**src/rtl/masked_accumulator_pkg.sv**
```systemverilog
// Shared types and constants for the masked_accumulator Versat unit.
// Optional saturating arithmetic is enabled with the macro MASKED_ACCUMULATOR_SAT_EN.
package masked_accumulator_pkg;

    localparam int DEFAULT_DATA_W = 32;
    localparam int DEFAULT_CNT_W  = 16;

    typedef enum logic [1:0] {
        ST_IDLE,
        ST_WAIT,
        ST_ACCUM,
        ST_HOLD
    } state_t;

    // Largest positive two's-complement value representable in 'width' bits (width <= 64).
    function automatic logic [63:0] sat_max_pos(input int width);
        return (64'd1 << (width - 1)) - 64'd1;
    endfunction

endpackage

```
**src/rtl/masked_accumulator_adder.sv**
```systemverilog
// Combinational sum + sample adder for masked_accumulator.
// Wraps modulo 2^DATA_W by default; saturates signed when MASKED_ACCUMULATOR_SAT_EN is defined.
module acc_adder
    import masked_accumulator_pkg::*;
#(
    parameter int DATA_W = DEFAULT_DATA_W
) (
    input  logic [DATA_W-1:0] i_sum,
    input  logic [DATA_W-1:0] i_sample,
    output logic [DATA_W-1:0] o_sum
);

    logic [DATA_W-1:0] w_raw;

    assign w_raw = i_sum + i_sample;

`ifdef MASKED_ACCUMULATOR_SAT_EN
    localparam logic [63:0]       SAT_MAX64 = sat_max_pos(DATA_W);
    localparam logic [DATA_W-1:0] SAT_MAX   = SAT_MAX64[DATA_W-1:0];
    localparam logic [DATA_W-1:0] SAT_MIN   = ~SAT_MAX;

    logic w_ovf;

    // Signed overflow: both operands share a sign that the raw result does not.
    assign w_ovf = (i_sum[DATA_W-1] == i_sample[DATA_W-1]) &&
                   (w_raw[DATA_W-1] != i_sum[DATA_W-1]);
    assign o_sum = w_ovf ? (i_sum[DATA_W-1] ? SAT_MIN : SAT_MAX) : w_raw;
`else
    assign o_sum = w_raw;
`endif

endmodule

```
**src/rtl/masked_accumulator.sv**
```systemverilog
// Masked accumulator: sums data samples whose mask is non-zero over a delayed window.
// Build option MASKED_ACCUMULATOR_SAT_EN selects signed saturating accumulation.
module masked_accumulator
    import masked_accumulator_pkg::*;
#(
    parameter int DATA_W = DEFAULT_DATA_W,
    parameter int CNT_W  = DEFAULT_CNT_W
) (
    input  logic              clk,
    input  logic              rst_n,
    input  logic              running,
    input  logic              run,
    input  logic [DATA_W-1:0] in0,
    input  logic [DATA_W-1:0] in1,
    input  logic [CNT_W-1:0]  delay,
    input  logic [CNT_W-1:0]  length,
    output logic [DATA_W-1:0] out0,
    output logic [CNT_W-1:0]  out1,
    output logic              out2
);

    state_t            r_state;
    state_t            w_state_next;
    logic [CNT_W-1:0]  r_delay_cnt;
    logic [CNT_W-1:0]  r_sample_cnt;
    logic [CNT_W-1:0]  r_length;
    logic [DATA_W-1:0] w_sum_next;
    logic              w_start;
    logic              w_select;
    logic              w_last;

    assign w_start  = running & run;
    assign w_select = |in1;
    assign w_last   = (r_sample_cnt == r_length - CNT_W'(1));

    acc_adder #(.DATA_W(DATA_W)) u_adder (
        .i_sum    (out0),
        .i_sample (in0),
        .o_sum    (w_sum_next)
    );

    // NOTE: sequential state uses non-blocking assignments so every register samples pre-edge values.
    always_ff @(posedge clk or negedge rst_n) begin
        if (!rst_n) begin
            r_state <= ST_IDLE;
        end else begin
            r_state <= w_state_next;
        end
    end

    // NOTE: the next state gets a default first, so no path through the block can infer a latch.
    always_comb begin
        w_state_next = r_state;
        if (w_start) begin
            w_state_next = (delay == '0) ? ST_ACCUM : ST_WAIT;
        end else if (running) begin
            case (r_state)
                ST_WAIT:  if (r_delay_cnt == CNT_W'(1)) w_state_next = ST_ACCUM;
                ST_ACCUM: if (r_length == '0 || w_last) w_state_next = ST_HOLD;
                default:  w_state_next = r_state;
            endcase
        end
    end

    always_ff @(posedge clk or negedge rst_n) begin
        if (!rst_n) begin
            r_delay_cnt  <= '0;
            r_sample_cnt <= '0;
            r_length     <= '0;
            out0         <= '0;
            out1         <= '0;
            out2         <= 1'b0;
        end else if (w_start) begin
            r_delay_cnt  <= delay;
            r_sample_cnt <= '0;
            r_length     <= length;
            out0         <= '0;
            out1         <= '0;
            out2         <= 1'b0;
        end else if (running) begin
            case (r_state)
                ST_WAIT: begin
                    r_delay_cnt <= r_delay_cnt - 1'b1;
                end
                ST_ACCUM: begin
                    // An empty window finishes without consuming a sample.
                    if (r_length == '0) begin
                        out2 <= 1'b1;
                    end else begin
                        r_sample_cnt <= r_sample_cnt + 1'b1;
                        if (w_select) begin
                            out0 <= w_sum_next;
                            if (out1 != '1) out1 <= out1 + 1'b1;
                        end
                        if (w_last) out2 <= 1'b1;
                    end
                end
                default: ;
            endcase
        end
    end

endmodule

```
**config.mk**
```make
export PLATFORM = sky130hd
export DESIGN_NAME = masked_accumulator
export DESIGN_NICKNAME = d
export VERILOG_FILES = /design/src/rtl/masked_accumulator_pkg.sv /design/src/rtl/masked_accumulator_adder.sv /design/src/rtl/masked_accumulator.sv
export SDC_FILE = /design/constraint.sdc
export NUM_CORES = 1
export LEC_CHECK = 0
export CORE_MARGIN = 1.5
export CORE_UTILIZATION = 32
export DETAILED_ROUTE_END_ITERATION = 8
export GPL_TIMING_DRIVEN = 0
export SYNTH_ARGS = -nofsm -noshare
export SYNTH_HDL_FRONTEND = slang
export SYNTH_SLANG_ARGS = --single-unit
export TNS_END_PERCENT = 20
```
**constraint.sdc**
```tcl
create_clock -name clk -period 3.8 [get_ports clk]
set_input_delay 0.57 -clock clk [delete_from_list [all_inputs] [get_ports clk]]
set_output_delay 0.57 -clock clk [all_outputs]
set_load 0.005 [all_outputs]
```
==> results.py <==
metrics = {
    "status": {
        "outcome": "finished, final reports clean",
    },
    "routing": {
        "vias_per_cell": 5.02,
        "post-route-drc-count": 0,
        "final_antenna_net_count": 0,
        "drt_iter0_drc": 340,
        "wirelength_um": 19800,
        "dr.pass1.iters": 5,
        "via_count": 6089,
        "post_drt_wl_per_cell_um": 16.3,
    },
    "logic_synthesis": {
        "synth_top_area_cell": "dfrtp_1",
        "netlist_instances": 778,
        "synth_most_common_cell": "nand2_1",
        "syn_area_per_cell_um2": 8.53,
        "synth_edf_count": 0,
        "syn_area_mm2": 0.00664,
        "synthTopCellsByCount": "110 x nand2_1, 99 x dfrtp_1, 90 x nor2_1, 59 x a21oi_1, 51 x o21ai_0",
        "async_flop_share_pct": 100,
        "synth_top_area_share_pct": 37.3,
        "ys_seq_area_share_pct": 37.3,
        "yosys_warnings": 0,
        "synth_ff_type": "dfrtp_1",
        "ys_seq_elements": 99,
        "synthTopCellsByArea": "dfrtp_1 37%, ha_1 6.8%, nand2_1 6.2%",
        "synthesis.nets": 915,
        "synth_cell_type_count": 70,
    },
    "global_route": {
        "grt_pass1_vias": 5928,
        "grt_max_degree": 51,
        "antenna_found_initial": 0,
        "grtUsageTotal_pct": 18.5,
        "gr-total-overflow": 0,
        "grt_pass1_wl_um": 31400,
    },
    "clock_tree": {
        "cts_resized": 0,
        "clkSinkCount": 99,
        "clk_pin_slew_ns": 0.07,
        "postCtsSetupBuffers": 0,
        "clk_path_buf_depth": 2,
        "insertion_delay_ns": 0.35,
        "postCtsHoldBufs": 0,
        "h-tree-depth": 3,
        "cts_tree": "built",
        "numCtsBuffers": 9,
        "cts_root_buf": "clkbuf_16",
    },
    "sta": {
        "rsz0062_at_grt": "false",
        "tightest_slew_ns": 0.855,
        "fmax_mhz": 278,
        "finalHoldViolCount": 0,
        "maxSlewViolCount": 0,
        "maxSlewHeadroom_pct": 43.0,
        "clock_skew_ns": 0.00594,
        "finalSetupTns_ns": 0,
        "min_period_over_period_pct": 94.5,
        "fin_hold_ws_ns": 0.270,
        "period_minus_slack_ns": 3.59,
        "setup_viol": 0,
    },
    "worst_setup_path": {
        "arrival_ns": 3.80,
        "r2r_end": "out0[26]$_DFFE_PN0P_",
        "crit_chain": "clkdlybuf4s50_1 > ha_1 > fa_1 > a21o_1 > a21o_1 > a31oi_1 > o31ai_1 > a221oi_2 > o211a_1 > nor2_1 > o311ai_0 > a21oi_1",
        "end_kind": "flip-flop",
        "crit_fanout": 6,
        "cpMaxStageDelayCell": "a221oi_2",
        "cp.required_ns": 4.00,
        "worst_setup_path_start_kind": "primary input",
        "worstSetupPathType": "primary input to flip-flop",
        "reg2regPathDepth": 11,
        "r2r_setup_slack_ns": 0.46,
        "crit_top_cell": "a21o_1",
        "slowest_delay_ns": 0.52,
        "r2r_start": "out0[0]$_DFFE_PN0P_",
    },
    "placement": {
        "dp_hpwl_um": 15100,
        "place_inst": 1196,
        "gp_congestion": 0.848,
        "dpl_cell_area_mm2": 0.00847,
        "portBuffers": 147,
    },
    "layout": {
        "n_antenna_cell": 0,
        "fin_cells": 1212,
        "num-nets-final": 1074,
        "layout-drive-gt1-share_pct": 4.35,
        "fin_area_mm2": 0.00879,
        "area_growth_pct": 32.4,
        "utilization_pct": 43.3,
        "fillers": 2068,
    },
    "floorplanning": {
        "core_area_mm2": 0.0203,
        "ios": 149,
        "die_h_um": 147,
        "fp-row-count": 52,
        "die_area_mm2": 0.0216,
        "die_w_um": 147,
        "initial_core_util_pct": 32.7,
    },
    "job": {
        "drv_cap": 0,
    },
    "min_path": {
        "hold_class": "primary input to async pin",
    },
    "pwr": {
        "p_leak_uw": 0.00374,
        "powerDensity_mw_per_mm2": 447,
        "vdd_drop_max_mv": 0.209,
    },
}
[flip-flops by register name (all words and copies together) (netlist names)]
register	flops
r_state	2
r_delay_cnt	16
out0	32
r_sample_cnt	16
out2	1
r_length	16
out1	16
[worst max-delay path: cells and delay by family]
family                     cells  cell delay, ns
and+or+nand+nor                1            0.06
buffers and inverters          1            0.42
AOI/OAI and AO/OA              8            2.10
adders and majority gates      2            0.64
[worst max-delay path by stage]
stage / from / endpoint / slack, ns / cells after the start
2_1_floorplan: in0[0] / out0[26]$_DFFE_PN0P_ / 0.78 / 11
3_3_place_gp: rst_n / r_delay_cnt[1]$_DFFE_PN0P_ / -2.05 / 1
3_5_place_dp: in0[0] / out0[26]$_DFFE_PN0P_ / -0.13 / 12
4_1_cts: in0[0] / out0[26]$_DFFE_PN0P_ / 0.22 / 12
5_1_grt: in0[0] / out0[26]$_DFFE_PN0P_ / 0.00002 / 12
6_report: in0[0] / out0[26]$_DFFE_PN0P_ / 0.21 / 12
[routing by layer]
layer  wire length, um  track usage, %
met5                 0               0
met4               211            3.85
met3               889            3.91
met2              9000            30.1
met1              9690            25.5
[logic make-up after synthesis]
| logic type | count (synthesis) | synth area share (%) |
|---|---|---|
| multiplexers | 14 | 2.11 |
| adder cells (fa/ha/maj) | 37 | 7.09 |
| XOR/XNOR | 63 | 8.31 |
| AND/OR/NAND/NOR | 334 | 24.8 |
| flip-flops | 99 | 37.3 |
| buffers and inverters | 44 | 2.60 |
| AO/OA/AOI/OAI | 187 | 17.7 |
[metrics by stage]
step | power (uW) | setup WS (ns)
after floorplan | 2350 | 0.776
after global placement | 2910 | -2.05
after detailed placement | 2930 | -0.130
after CTS | 3970 | 0.216
after global routing | 4200 | 0.0000213
final | 3930 | 0.208
[layout by cell type, fill, tap and decap left out, drive strengths merged, types with 3 or more instances in the layout]
| master | count |
|---|---|
| or2 | 3 |
| nor2b | 7 |
| a21oi | 60 |
| a22oi | 3 |
| and3 | 6 |
| ha | 36 |
| clkbuf | 29 |
| nor4 | 18 |
| inv | 15 |
| o211ai | 3 |
| and2 | 4 |
| a31oi | 6 |
| a21o | 17 |
| xor2 | 31 |
| or3 | 13 |
| buf | 11 |
| nand2b | 8 |
| nor3 | 20 |
| clkinvlp | 3 |
| o22ai | 5 |
| or4 | 3 |
| nand2 | 110 |
| nor2 | 90 |
| and4 | 5 |
| clkdlybuf4s50 | 146 |
| o21a | 6 |
| o21ai | 54 |
| xnor2 | 32 |
| a211o | 3 |
| mux2i | 14 |
| o21bai | 5 |
| nand3 | 28 |
| nand4 | 9 |
| a211oi | 4 |
| dfrtp | 99 |
[power breakdown]
group	leakage [uW]	switching [uW]	internal [uW]
Sequential	0.00130	204	1230
Clock	0.000147	436	576
Combinational	0.00230	726	752
[area by class of cell]
cell class / instances / area, um^2 / area share, %
clock inverter: 7 / 92.6 / 1.05
buffer: 29 / 116 / 1.32
multi-input combinational: 635 / 3990 / 45.4
inverter: 15 / 56.3 / 0.641
tap: 270 / 338 / 3.84
sequential: 99 / 2480 / 28.2
timing repair buffer: 148 / 1500 / 17.0
clock buffer: 9 / 225 / 2.56
(Power assumes the default switching activity.)
